File: src/rtl/fp_round_pack_if.sv
// Handshake and operand/result bundle between the normalize stage, the round/pack block and its consumer.
interface fp_round_pack_if #(
    parameter int EXP_W = 8,
    parameter int MAN_W = 23
);
    logic                   in_valid;
    logic                   in_ready;
    logic                   norm_sign;
    logic [EXP_W-1:0]       norm_exp;
    logic [MAN_W-1:0]       norm_man;
    logic                   guard;
    logic                   round_b;
    logic                   sticky;
    logic                   in_zero;
    logic                   in_inf;
    logic                   in_nan;
    logic                   out_valid;
    logic                   out_ready;
    logic [EXP_W+MAN_W:0]   result;
    logic                   overflow;
    logic                   inexact;

    modport slave (
        input  in_valid, norm_sign, norm_exp, norm_man, guard, round_b, sticky,
               in_zero, in_inf, in_nan, out_ready,
        output in_ready, out_valid, result, overflow, inexact
    );

    modport master (
        output in_valid, norm_sign, norm_exp, norm_man, guard, round_b, sticky,
               in_zero, in_inf, in_nan, out_ready,
        input  in_ready, out_valid, result, overflow, inexact
    );
endinterface

File: src/rtl/fp_round_pack.sv
// Round-to-nearest-even and IEEE-754 pack, two-stage valid/ready pipeline.
// Optional FP_ROUND_STATS_EN adds a saturating count of rounded-up finite operands.
module fp_round_pack #(
    parameter int EXP_W = 8,
    parameter int MAN_W = 23
) (
    input  logic                 clk,
    input  logic                 rst_n,
    fp_round_pack_if.slave       bus
`ifdef FP_ROUND_STATS_EN
    ,
    output logic [15:0]          rnd_count
`endif
);
    localparam int FW = EXP_W + MAN_W;

    function automatic logic calc_round_up(input logic g, input logic r,
                                           input logic s, input logic lsb);
        return g & (r | s | lsb);
    endfunction

    // Mantissa carry ripples into the exponent, which also handles denormal -> normal.
    function automatic logic [FW-1:0] round_inc(input logic [FW-1:0] mag, input logic up);
        return mag + {{(FW-1){1'b0}}, up};
    endfunction

    logic             is_nan, is_inf, is_zero;
    logic             round_up;
    logic [FW-1:0]    rounded;
    logic             sign_d, ovf_d, inx_d;
    logic [EXP_W-1:0] exp_d;
    logic [MAN_W-1:0] man_d;

    logic             vld_p1, sign_p1, ovf_p1, inx_p1;
    logic [EXP_W-1:0] exp_p1;
    logic [MAN_W-1:0] man_p1;
    logic             vld_p2, ovf_p2, inx_p2;
    logic [FW:0]      result_p2;

    logic             load_p1, adv_p2;

    assign adv_p2       = vld_p1 & (~vld_p2 | bus.out_ready);
    assign bus.in_ready = ~vld_p1 | adv_p2;
    assign load_p1      = bus.in_valid & bus.in_ready;

    always_comb begin
        is_nan   = bus.in_nan;
        is_inf   = ~is_nan & (bus.in_inf | ((&bus.norm_exp) & ~bus.in_zero));
        is_zero  = ~is_nan & ~is_inf & bus.in_zero;
        round_up = calc_round_up(bus.guard, bus.round_b, bus.sticky, bus.norm_man[0]);
        rounded  = round_inc({bus.norm_exp, bus.norm_man}, round_up);

        sign_d = bus.norm_sign;
        exp_d  = rounded[FW-1:MAN_W];
        man_d  = rounded[MAN_W-1:0];
        ovf_d  = 1'b0;
        inx_d  = bus.guard | bus.round_b | bus.sticky;
        if (is_nan) begin
            sign_d = 1'b0;
            exp_d  = '1;
            man_d  = {1'b1, {(MAN_W-1){1'b0}}};
            inx_d  = 1'b0;
        end else if (is_inf) begin
            exp_d  = '1;
            man_d  = '0;
            inx_d  = 1'b0;
        end else if (is_zero) begin
            exp_d  = '0;
            man_d  = '0;
            inx_d  = 1'b0;
        end else if (&rounded[FW-1:MAN_W]) begin
            man_d  = '0;
            ovf_d  = 1'b1;
            inx_d  = 1'b1;
        end
    end

    // Stage 1: rounded fields
    always_ff @(posedge clk or negedge rst_n) begin
        if (!rst_n) begin
            vld_p1 <= 1'b0;
        end else if (load_p1) begin
            vld_p1 <= 1'b1;
        end else if (adv_p2) begin
            vld_p1 <= 1'b0;
        end
    end

    always_ff @(posedge clk) begin
        if (load_p1) begin
            sign_p1 <= sign_d;
            exp_p1  <= exp_d;
            man_p1  <= man_d;
            ovf_p1  <= ovf_d;
            inx_p1  <= inx_d;
        end
    end

    // Stage 2: packed result, held while the consumer stalls
    always_ff @(posedge clk or negedge rst_n) begin
        if (!rst_n) begin
            vld_p2    <= 1'b0;
            result_p2 <= '0;
            ovf_p2    <= 1'b0;
            inx_p2    <= 1'b0;
        end else begin
            if (adv_p2) begin
                vld_p2    <= 1'b1;
                result_p2 <= {sign_p1, exp_p1, man_p1};
                ovf_p2    <= ovf_p1;
                inx_p2    <= inx_p1;
            end else if (bus.out_ready) begin
                vld_p2    <= 1'b0;
            end
        end
    end

    assign bus.out_valid = vld_p2;
    assign bus.result    = result_p2;
    assign bus.overflow  = ovf_p2;
    assign bus.inexact   = inx_p2;

`ifdef FP_ROUND_STATS_EN
    logic finite;
    assign finite = ~is_nan & ~is_inf & ~is_zero;

    always_ff @(posedge clk or negedge rst_n) begin
        if (!rst_n) begin
            rnd_count <= '0;
        end else if (load_p1 && round_up && finite && rnd_count != 16'hFFFF) begin
            rnd_count <= rnd_count + 16'd1;
        end
    end
`endif
endmodule

File: src/flat_wrapper.sv
// flat-port wrapper written by rule: the top's interface ports become plain ports
module fp_round_pack_flat 
#(
    parameter int EXP_W = 8,
    parameter int MAN_W = 23
)
  (clk, rst_n, bus_in_valid, bus_norm_sign, bus_norm_exp, bus_norm_man, bus_guard, bus_round_b, bus_sticky, bus_in_zero, bus_in_inf, bus_in_nan, bus_out_ready, bus_in_ready, bus_out_valid, bus_result, bus_overflow, bus_inexact);
  fp_round_pack_if #(.EXP_W(EXP_W), .MAN_W(MAN_W)) bus_i ();
  input  logic clk;
  input  logic rst_n;
  input wire logic [$bits(bus_i.in_valid)-1:0] bus_in_valid;
  input wire logic [$bits(bus_i.norm_sign)-1:0] bus_norm_sign;
  input wire logic [$bits(bus_i.norm_exp)-1:0] bus_norm_exp;
  input wire logic [$bits(bus_i.norm_man)-1:0] bus_norm_man;
  input wire logic [$bits(bus_i.guard)-1:0] bus_guard;
  input wire logic [$bits(bus_i.round_b)-1:0] bus_round_b;
  input wire logic [$bits(bus_i.sticky)-1:0] bus_sticky;
  input wire logic [$bits(bus_i.in_zero)-1:0] bus_in_zero;
  input wire logic [$bits(bus_i.in_inf)-1:0] bus_in_inf;
  input wire logic [$bits(bus_i.in_nan)-1:0] bus_in_nan;
  input wire logic [$bits(bus_i.out_ready)-1:0] bus_out_ready;
  output wire logic [$bits(bus_i.in_ready)-1:0] bus_in_ready;
  output wire logic [$bits(bus_i.out_valid)-1:0] bus_out_valid;
  output wire logic [$bits(bus_i.result)-1:0] bus_result;
  output wire logic [$bits(bus_i.overflow)-1:0] bus_overflow;
  output wire logic [$bits(bus_i.inexact)-1:0] bus_inexact;
  assign bus_i.in_valid = bus_in_valid;
  assign bus_i.norm_sign = bus_norm_sign;
  assign bus_i.norm_exp = bus_norm_exp;
  assign bus_i.norm_man = bus_norm_man;
  assign bus_i.guard = bus_guard;
  assign bus_i.round_b = bus_round_b;
  assign bus_i.sticky = bus_sticky;
  assign bus_i.in_zero = bus_in_zero;
  assign bus_i.in_inf = bus_in_inf;
  assign bus_i.in_nan = bus_in_nan;
  assign bus_i.out_ready = bus_out_ready;
  assign bus_in_ready = bus_i.in_ready;
  assign bus_out_valid = bus_i.out_valid;
  assign bus_result = bus_i.result;
  assign bus_overflow = bus_i.overflow;
  assign bus_inexact = bus_i.inexact;
  fp_round_pack #(.EXP_W(EXP_W), .MAN_W(MAN_W)) u_core (.clk(clk), .rst_n(rst_n), .bus(bus_i));
endmodule
File: config.mk
export PLATFORM = sky130hd
export DESIGN_NAME = fp_round_pack_flat
export DESIGN_NICKNAME = d
export VERILOG_FILES = /design/src/rtl/fp_round_pack_if.sv /design/src/rtl/fp_round_pack.sv /design/src/flat_wrapper.sv
export SDC_FILE = /design/constraint.sdc
export NUM_CORES = 1
export LEC_CHECK = 0
export CAP_MARGIN = 20
export CORE_MARGIN = 2
export CORE_UTILIZATION = 51
export DETAILED_ROUTE_END_ITERATION = 7
export PLACE_DENSITY_LB_ADDON = 0.15
export SLEW_MARGIN = 20
export SYNTH_ARGS = -nofsm -noshare
export SYNTH_HDL_FRONTEND = slang
export SYNTH_SLANG_ARGS = --single-unit
export TNS_END_PERCENT = 10
File: constraint.sdc
create_clock -name clk -period 1.9 [get_ports clk]
set_input_delay 0.475 -clock clk [delete_from_list [all_inputs] [get_ports clk]]
set_output_delay 0.475 -clock clk [all_outputs]
set_load 0.03 [all_outputs]
==> results.txt, run 1 <==
Routability cong.: 0.852
GR Util All Layers: 23.8%
Deepest clock path buffer count: 2
Relative slew slack: 44.1%
Drt wl/cell: 16.9 um
Hold_ws: 0.228 ns
Initial Util: 52.4%
H-tree Lvls: 3
Io pins: 78
PD cells: 769 nW/um^2
Yosys synthesis warning count: 0
EDFF count, synth: 34
Post-DRT Antenna Nets: 0
Inserted Clock Buffers: 9
Antenna Cells: 0
Max VDD drop: 457 uV
Clk_lat worst skew: 0.34 ns
Nets: 464
Final Total Pwr: 0.00410 W
Unrepaired setup endpoints after global routing: true
Crit-path cells: buf_8, and2_4, ha_4, nand4_1, or4_4, a22oi_4, buf_6, buf_12, a211oi_2
Critical path startpoint: bus_guard
Critical Path End Type: flop
Syn Inst Count: 268
Period utilization: 106%
Post-synthesis sequential area ratio: 54.2%
Sink Count: 70
Yosys reg bits: 70
Startpoint type of the worst setup path: input port
Max FO, Critical Path: 6
R2R Path Start: u_core.bus.out_valid$_DFFE_PN0P_
Die width: 87.4 um
Synthesized area: 3540 um^2
Synth cell count leaders: dfrtp_1, edfxtp_1, mux2_2, a211oi_2, xnor2_1
Setup ws final: -0.106 ns
CTS tree: yes
Post-synth top area cell: edfxtp_1
Worst slack at placement: -0.897 ns
Mapped Avg Cell Area: 13.2 um^2
Syn Nets: 311
Global-route wire length before repair: 13.5 mm
DIE AREA: 7630 um^2
Fin crit period: 2.01 ns
CP Class: in -> reg
Via count: 2,735
Max_cap viols: 0
Synth Flop Type: dfrtp_1
Vias/cell: 5.41
CP required: 1.99 ns
Synth top area share: 28.8%
Grt ovf: 0
Max FFs per register: 32
Critical path arrival: 2.10 ns
Max-slew violation count: 0
Total negative slack: -1.93 ns
Wirelength, routed: 8.55 mm
Hold Vio Cnt, Final: 0
Synth cell types: 43
Crit-path max cell delay: 0.58 ns
Initial antenna violation count: 0
Max Clk Rate: 0.499 GHz
Slowest CP cell: or4_4
Worst slew pin tran: 0.838 ns
Count leader, synth: dfrtp_1
Clk root buf: clkbuf_8
Outcome: finished with violations
Hold WC Path Type: in -> async
Number of port buffers: 77
Largest cells by area after synthesis: edfxtp_1, dfrtp_1, mux2_2
Row count: 30
Setup violators final: 25
Dpl cell area: 4880 um^2
Post-CTS Hold Buffers: 0
Layout area overhead: 50.6%
CORE AREA: 6760 um^2
Leakage: 2.13 nW
FFs w/ async S/R, synth: 51.4%
Vias in the first global route: 2,763
Finished Cell Area: 5340 um^2
Layout cell share with drive strength beyond 1: 45.8%
Worst Skew: 0.00963 ns
Pin count of the biggest net entering global routing: 37
Drt first pass iters: 4
Hpwl dp: 5.54 mm
Failing checks: negative setup slack
Reg clk slew, reported paths: 0.08 ns
Initial drt markers: 110
DRC Markers: 0
Chip height: 87.4 um
-- what timing repair did --
item	4_1_cts	5_1_grt
cloned	4	1
setup buffers	15	1
pin swaps	17	4
endpoints found under the setup margin	33	31
gates resized for setup	111	23
-- per-stage QoR --
step / instances / utilization [%]
after floorplan: 268 / -
after global placement: 473 / 72.3
after detailed placement: 473 / 72.3
after CTS: 506 / 78.7
after global routing: 506 / 79.0
final: 506 / 79.0
-- logic make-up after synthesis --
family	after synthesis	synth area share, %
multiplexers	35	11.1
flip-flops	70	54.2
AO/OA/AOI/OAI	41	12.5
buffers and inverters	21	3.00
adder cells (fa/ha/maj)	1	0.353
XOR/XNOR	24	5.93
AND/OR/NAND/NOR	76	12.9
-- power by group --
| part | switching (W) | leakage (nW) | internal [W] |
|---|---|---|---|
| sequential | 0.0000693 | 0.753 | 0.00176 |
| combinational | 0.000559 | 1.28 | 0.000525 |
| clock | 0.000546 | 0.0964 | 0.000639 |
-- placed cells by master, fill, tap and decap left out, types with 9 or more instances in the layout --
| cell | instances |
|---|---|
| buf_4 | 58 |
| clkdlybuf4s50_1 | 43 |
| clkbuf_8 | 10 |
| edfxtp_1 | 34 |
| a211oi_2 | 18 |
| nor2_1 | 10 |
| nand2_1 | 12 |
| xnor2_1 | 18 |
| buf_2 | 15 |
| buf_6 | 14 |
| dfrtp_1 | 36 |
| nand3_1 | 9 |
| mux2_2 | 34 |
-- metal layers --
layer / share of wire (%) / GRT usage [%]
met1: 45 / 30.9
met2: 50 / 39.3
met3: 4.0 / 5.21
met4: 1.6 / 7.97
met5: 0 / 0
-- path summary, 6_finish.rpt --
kind / end / slack (ns) / cells past startpoint
worst max-delay path: u_core.man_p1[19]$_SDFFCE_PP0P_ / -0.11 / 9
worst min-delay path: u_core.bus.result[9]$_DFFE_PN0P_ / 0.23 / 1
worst max register to register: u_core.bus.result[18]$_DFFE_PN0P_ / 0.63 / 4
worst min register to register: u_core.bus.result[13]$_DFFE_PN0P_ / 0.47 / 1
max in group asynchronous: u_core.bus.result[28]$_DFFE_PN0P_ / 1.14 / 1
min in group clk: u_core.bus.result[13]$_DFFE_PN0P_ / 0.47 / 1
-- worst max-delay path, delay by kind of cell --
| family | cells | cell delay, ns |
|---|---|---|
| AOI/OAI and AO/OA | 2 | 0.31 |
| adders and majority gates | 1 | 0.13 |
| buffers and inverters | 3 | 0.33 |
| and+or+nand+nor | 3 | 0.86 |
-- cell type report --
type | count | area [um^2]
Sequential cell | 70 | 1920
Multi-Input combinational cell | 177 | 1600
Timing Repair Buffer | 156 | 1490
Fill cell | 417 | 1420
Clock buffer | 12 | 145
Tap cell | 80 | 100
Clock inverter | 4 | 47.5
Inverter | 7 | 26.3
No activity file was read; power rests on OpenSTA's default activity.
==> run 2, diff against run 1 <==
--- a/config.mk
+++ b/config.mk
@@ -6,9 +6,11 @@
 export NUM_CORES = 1
 export LEC_CHECK = 0
 export CAP_MARGIN = 20
+export CORE_ASPECT_RATIO = 0.75
 export CORE_MARGIN = 2
-export CORE_UTILIZATION = 51
+export CORE_UTILIZATION = 55
 export DETAILED_ROUTE_END_ITERATION = 7
+export DONT_BUFFER_PORTS = 1
 export PLACE_DENSITY_LB_ADDON = 0.15
 export SLEW_MARGIN = 20
 export SYNTH_ARGS = -nofsm -noshare
==> constraint.sdc (replaced) <==
create_clock -name clk -period 2.55 [get_ports clk]
set_input_delay 0.6375 -clock clk [delete_from_list [all_inputs] [get_ports clk]]
set_output_delay 0.6375 -clock clk [all_outputs]
set_load 0.03 [all_outputs]
==> run 2 against run 1 <==
Net effect:
- the run now ends clean
- cell area decreased by 26%
- highest routed layer unchanged
- sequential power decreased by 14%
- global-route usage decreased by 2.1 points
- hold slack got worse by 0.098 ns
==> results.txt, run 2 (same netlist as run 1, synthesis figures left out) <==
Clk root buf: clkbuf_8
CP required: 2.70 ns (+0.71 ns)
DRC Markers: 0 (unchanged)
Inserted Clock Buffers: 9 (unchanged)
Clk_lat worst skew: 0.34 ns (about the same)
Unrepaired setup endpoints after global routing: false
Initial antenna violation count: 0 (unchanged)
Row count: 25 (-17%)
CP Class: in -> reg
Setup violators final: 0 (-100%)
Number of port buffers: 0 (-100%)
Worst Skew: 0.00824 ns (-0.00139 ns)
Critical path buffers and inverters: 2 (-1)
Wirelength, routed: 6.92 mm (-19%)
Relative slew slack: 70.5% (+26 points)
Leakage: 1.39 nW (-35%)
Initial Util: 56.6% (+4.2 points)
PD cells: 696 nW/um^2 (-9.5%)
Slowest CP cell: o31ai_2
Critical path arrival: 2.29 ns (+0.19 ns)
Outcome: completed
CTS tree: yes
Vias in the first global route: 2,271 (-18%)
Chip height: 73.5 um (-16%)
Commonest non-fill, non-tap cell in the layout: dfrtp_1
Layout area overhead: 10.9%
Drt wl/cell: 18.8 um (+11%)
Hold_ws: 0.130 ns (-0.0977 ns)
Hold Vio Cnt, Final: 0 (unchanged)
Via count: 2,174 (-21%)
Deepest clock path buffer count: 2 (unchanged)
Grt ovf: 0 (unchanged)
Max_cap viols: 0 (unchanged)
Crit-path max cell delay: 0.37 ns (-0.21 ns)
Routability cong.: 0.888 (+4.2%)
CORE AREA: 6260 um^2 (-7.4%)
H-tree Lvls: 3 (unchanged)
Hold WC Path Type: in -> async
Delay-heaviest family, CP: compound AO/OA/AOI/OAI gates
# fillers: 475 (+14%)
Number of gates resized after cts: 0 (-100%)
DIE AREA: 7110 um^2 (-6.9%)
Critical Path End Type: flop
Total negative slack: 0 ns (+1.93 ns)
Layout cell share with drive strength beyond 1: 34.1% (-12 points)
Hpwl dp: 5.01 mm (-9.7%)
Antenna Cells: 0 (unchanged)
Worst slew pin tran: 0.442 ns (-0.396 ns)
Pin count of the biggest net entering global routing: 37 (unchanged)
Max VDD drop: 389 uV (-15%)
Io pins: 78 (unchanged)
Most frequent cells in the layout: dfrtp_1, mux2_2, edfxtp_1
Initial drt markers: 119 (+8.2%)
GR Util All Layers: 21.7% (-2.1 points)
Max Clk Rate: 0.466 GHz
Die width: 96.7 um (+11%)
Layout Utilization: 62.8% (-16 points)
Final Total Pwr: 0.00274 W (-33%)
Startpoint type of the worst setup path: input port
Reg clk slew, reported paths: 0.07 ns (about the same)
Setup Fix Bufs, Post-CTS: 0 (-15)
Max-slew violation count: 0 (unchanged)
Nets: 325 (-30%)
Fin crit period: 2.15 ns
Global-route wire length before repair: 11.6 mm (-14%)
Max FO, Critical Path: 11 (+5)
Sink Count: 70 (unchanged)
Drt first pass iters: 4 (unchanged)
Max FFs per register: 32 (unchanged)
Crit-path cells: and4_1, nand4_1, buf_4, o31ai_2, a22oi_4, buf_12, a221oi_1
Period utilization: 84.1%
Post-DRT Antenna Nets: 0 (unchanged)
Vias/cell: 5.91 (+9.3%)
[run 2: cell count changes in the layout (fill, tap and decap cells not counted), sizes merged]
cell,previous run,this run
clkinvlp,1,0
buf,98,17
dlygate4sd2,4,0
dlymetal6s2s,6,0
clkbuf,15,12
clkdlybuf4s50,43,0
clkinv,2,3
clkdlybuf4s15,2,0
[run 2: layer usage]
metal | up-vias | share of wire [%] | global-route usage [%]
met5 | - | 0 | 0
li1 | 1032 | - | -
met2 | 95 | 48 | 34.6
met3 | 8 | 11 | 9.61
met1 | 1039 | 40 | 26.2
met4 | 0 | 1.3 | 8.76
[run 2: path summary, 6_finish.rpt]
path / from / end / slack, ns / cells past startpoint
hold / removal: rst_n / u_core.bus.result[17]$_DFFE_PN0P_ / 0.13 / 1
hold reg to reg: u_core.man_p1[0]$_SDFFCE_PP0P_ / u_core.bus.result[0]$_DFFE_PN0P_ / 0.47 / 1
setup / recovery: bus_norm_man[6] / u_core.man_p1[22]$_SDFFCE_PP1P_ / 0.40 / 7
setup reg to reg: u_core.bus.out_valid$_DFFE_PN0P_ / u_core.man_p1[0]$_SDFFCE_PP0P_ / 0.85 / 4
min in group clk: bus_in_valid / u_core.vld_p1$_DFFE_PN0P_ / 0.40 / 1
max in group asynchronous: rst_n / u_core.bus.result[9]$_DFFE_PN0P_ / 2.23 / 1
[run 2: stage by stage]
step                      cells  setup WS (ns)  area (um^2)
after floorplan             268          0.150         3540
after global placement      351         0.0120         3710
after detailed placement    351        0.00952         3710
after CTS                   368          0.368         3930
after global routing        368          0.280         3930
final                       368          0.405         3930
[run 2: cell type report]
type | count | area (um^2) | area share [%]
multi-input cells | 177 | 1520 | 38.5
clock inverters | 4 | 45.0 | 1.15
clock buffers | 12 | 156 | 3.98
repair buffers | 17 | 165 | 4.20
flip-flops and latches | 70 | 1920 | 48.9
inverters | 7 | 26.3 | 0.668
well taps | 81 | 101 | 2.58
[run 2: power by group]
part / internal, W / switching, W / leakage (nW)
Sequential: 0.00131 / 0.000257 / 0.753
Clock: 0.000507 / 0.000391 / 0.105
Combinational: 0.000142 / 0.000125 / 0.536
Total: 0.00196 / 0.000773 / 1.39
[run 2: what timing repair did]
| item | CTS | global route |
|---|---|---|
| hold buffers | 1 | 0 |
| endpoints found under the hold margin | 36 | 0 |
| endpoints found under the setup margin | 0 | 0 |
==> run 3, diff against run 2 <==
==> constraint.sdc (replaced) <==
create_clock -name clk -period 1.8 [get_ports clk]
set_input_delay 0.45 -clock clk [delete_from_list [all_inputs] [get_ports clk]]
set_output_delay 0.45 -clock clk [all_outputs]
set_load 0.03 [all_outputs]
==> run 3 against run 2 <==
Net effect:
- the flow now finishes with violations (negative setup slack)
- combinational power rose by 52%
- clock skew down 0.0042 ns
- global-route usage is 0.075 points higher
- sequential share of layout area fell by 2.6 points
- critical path type unchanged
==> results.txt, run 3 (same netlist as run 1, synthesis figures left out) <==
Setup ws final: -0.0251 ns (-0.430 ns)
Inserted Clock Buffers: 9 (unchanged)
CORE AREA: 6260 um^2 (unchanged)
Clock share of power: 36.9% (+4.1 points)
Drt first pass iters: 4 (unchanged)
Most frequent cells in the layout: dfrtp_1, mux2_2, edfxtp_1
Die width: 96.7 um (unchanged)
Final Non-Filler Cells: 382 (+3.8%)
Leakage: 1.49 nW (+6.9%)
Setup violators final: 24 (+24)
Hold Vio Cnt, Final: 0 (unchanged)
Pin count of the biggest net entering global routing: 37 (unchanged)
Fin crit period: 1.83 ns
Crit-path max cell delay: 0.56 ns (+0.19 ns)
CP required: 1.90 ns (-0.80 ns)
Flop pwr share: 53.3% (-4.1 points)
Startpoint type of the worst setup path: input port
Initial Util: 56.6% (unchanged)
Commonest non-fill, non-tap cell in the layout: dfrtp_1
Post-DRT Antenna Nets: 0 (unchanged)
Max VDD drop: 643 uV (+66%)
Row count: 25 (unchanged)
Deepest clock path buffer count: 2 (unchanged)
Number of port buffers: 0 (unchanged)
Vias in the first global route: 2,278 (+0.31%)
Critical path depth: 6 (-1)
Antenna Cells: 0 (unchanged)
DIE AREA: 7110 um^2 (unchanged)
Nets: 339 (+4.3%)
Met3 WL post-DR: 667 um (-12%)
Hold_ws: 0.233 ns (+0.103 ns)
Max FFs per register: 32 (unchanged)
Worst Skew: 0.00401 ns (-0.00423 ns)
Global-route wire length before repair: 11.7 mm (+1.3%)
Worst Reg-to-Reg Cells: 2 (-2)
Layout Utilization: 66.3% (+3.5 points)
Critical path buffers and inverters: 1 (-1)
Max-slew violation count: 0 (unchanged)
H-tree Lvls: 3 (unchanged)
Net Sw Power: 0.00113 W (+46%)
GR Util All Layers: 21.7% (+0.075 points)
Chip height: 73.5 um (unchanged)
Relative slew slack: 45.1% (-25 points)
Cells after DPL: 364 (+3.7%)
Wirelength, routed: 7.06 mm (+2.0%)
Max_cap viols: 0 (unchanged)
Grt ovf: 0 (unchanged)
Clk root buf: clkbuf_8
Crit-path cells: and4_4, nand4_4, or4_4, a21oi_2, buf_12, a211oi_1
Layout cell share with drive strength beyond 1: 39.2% (+5.1 points)
WL met2: 3.28 mm (-0.58%)
CTS tree: yes
Initial drt markers: 76 (-36%)
Period utilization: 101%
Worst hold path depth: 1
Sw Share: 27.1% (-1.2 points)
Via count: 2,237 (+2.9%)
Failing checks: negative setup slack
Layout area overhead: 17.1%
Worst slack at placement: -0.397 ns (-0.407 ns)
Reg2Reg Setup Slack: 0.22 ns (-0.63 ns)
Drt wl/cell: 18.5 um (-1.7%)
Slowest CP cell: or4_4
Max FO, Critical Path: 24 (+13)
Unrepaired setup endpoints after global routing: true
Initial antenna violation count: 0 (unchanged)
Clk_lat worst skew: 0.34 ns (about the same)
Routability cong.: 0.876 (-1.4%)
Worst slew pin tran: 0.824 ns (+0.381 ns)
Vias/cell: 5.86 (-0.87%)
Internal: 0.00303 W (+54%)
Hold WC Path Type: in -> reg
Delay-heaviest family, CP: simple AND/OR/NAND/NOR gates
Critical Path End Type: flop
Top Layer Used: met4
Max Clk Rate: 0.548 GHz
Io pins: 78 (unchanged)
Critical path arrival: 1.92 ns (-0.37 ns)
DRC Markers: 0 (unchanged)
Combinational share of power: 9.8% (about the same)
PD cells: 1000 nW/um^2 (+44%)
M1 WL: 3.03 mm (+9.4%)
Hpwl dp: 5.11 mm (+2.0%)
CP Class: in -> reg
Reg clk slew, reported paths: 0.07 ns (about the same)
Sink Count: 70 (unchanged)
Outcome: finished with violations
## run 3: cell types whose count changed in the layout (fill, tap and decap cells not counted), moves of 2 or more
cell      delta
and2_1       -2
clkinv_2     -2
buf_4       +12
o31ai_4      +2
o31ai_2      -2
## run 3: power by group through the flow
| stage | logic [W] | clock network (W) | registers, W |
|---|---|---|---|
| final | 0.000406 | 0.00153 | 0.00222 |
| after floorplan | 0.000303 | 0 | 0.00223 |
| after detailed placement | 0.000380 | 0 | 0.00226 |
| after CTS | 0.000408 | 0.00157 | 0.00222 |
| after global routing | 0.000450 | 0.00164 | 0.00224 |
| after global placement | 0.000369 | 0 | 0.00225 |
## run 3: area by class of cell
type                       count  area, um^2
clock buffer                  12         178
fill                         466        2110
clock inverter                 4        73.8
sequential                    70        1920
timing repair buffer          31         285
tap                           81         101
multi-input combinational    177        1560
inverter                       7        26.3
## run 3: routing by layer
metal	vias to the layer above	global-route usage, %
met5	-	0
met4	0	6.57
met3	10	8.75
met2	76	34.3
met1	1089	28.0
li1	1062	-
## run 3: stage by stage
stage | cell area [um^2] | TNS (ns) | power, W
floorplan | 3560 | -8.23 | 0.00253
global placement | 3840 | -9.47 | 0.00262
detailed placement | 3840 | -10.49 | 0.00264
CTS | 4130 | -0.00839 | 0.00420
global route | 4150 | -1.76 | 0.00433
finish | 4150 | -0.403 | 0.00416
## run 3: worst paths after layout
path	from	end
worst max register to register	u_core.vld_p1$_DFFE_PN0P_	u_core.exp_p1[6]$_SDFFCE_PP1P_
worst max-delay path	bus_norm_man[10]	u_core.man_p1[12]$_SDFFCE_PP0P_
max in group asynchronous	rst_n	u_core.bus.result[26]$_DFFE_PN0P_
worst min register to register	u_core.man_p1[0]$_SDFFCE_PP0P_	u_core.bus.result[0]$_DFFE_PN0P_
min in group asynchronous	rst_n	u_core.bus.overflow$_DFFE_PN0P_
worst min-delay path	bus_in_valid	u_core.vld_p1$_DFFE_PN0P_
## run 3: timing repair
action	in CTS	in global routing
resized for setup	2	3
endpoints found under the hold margin	36	0
pin swaps	1	1
setup buffers	0	0
hold buffers	2	0
setup endpoints to repair	14	25
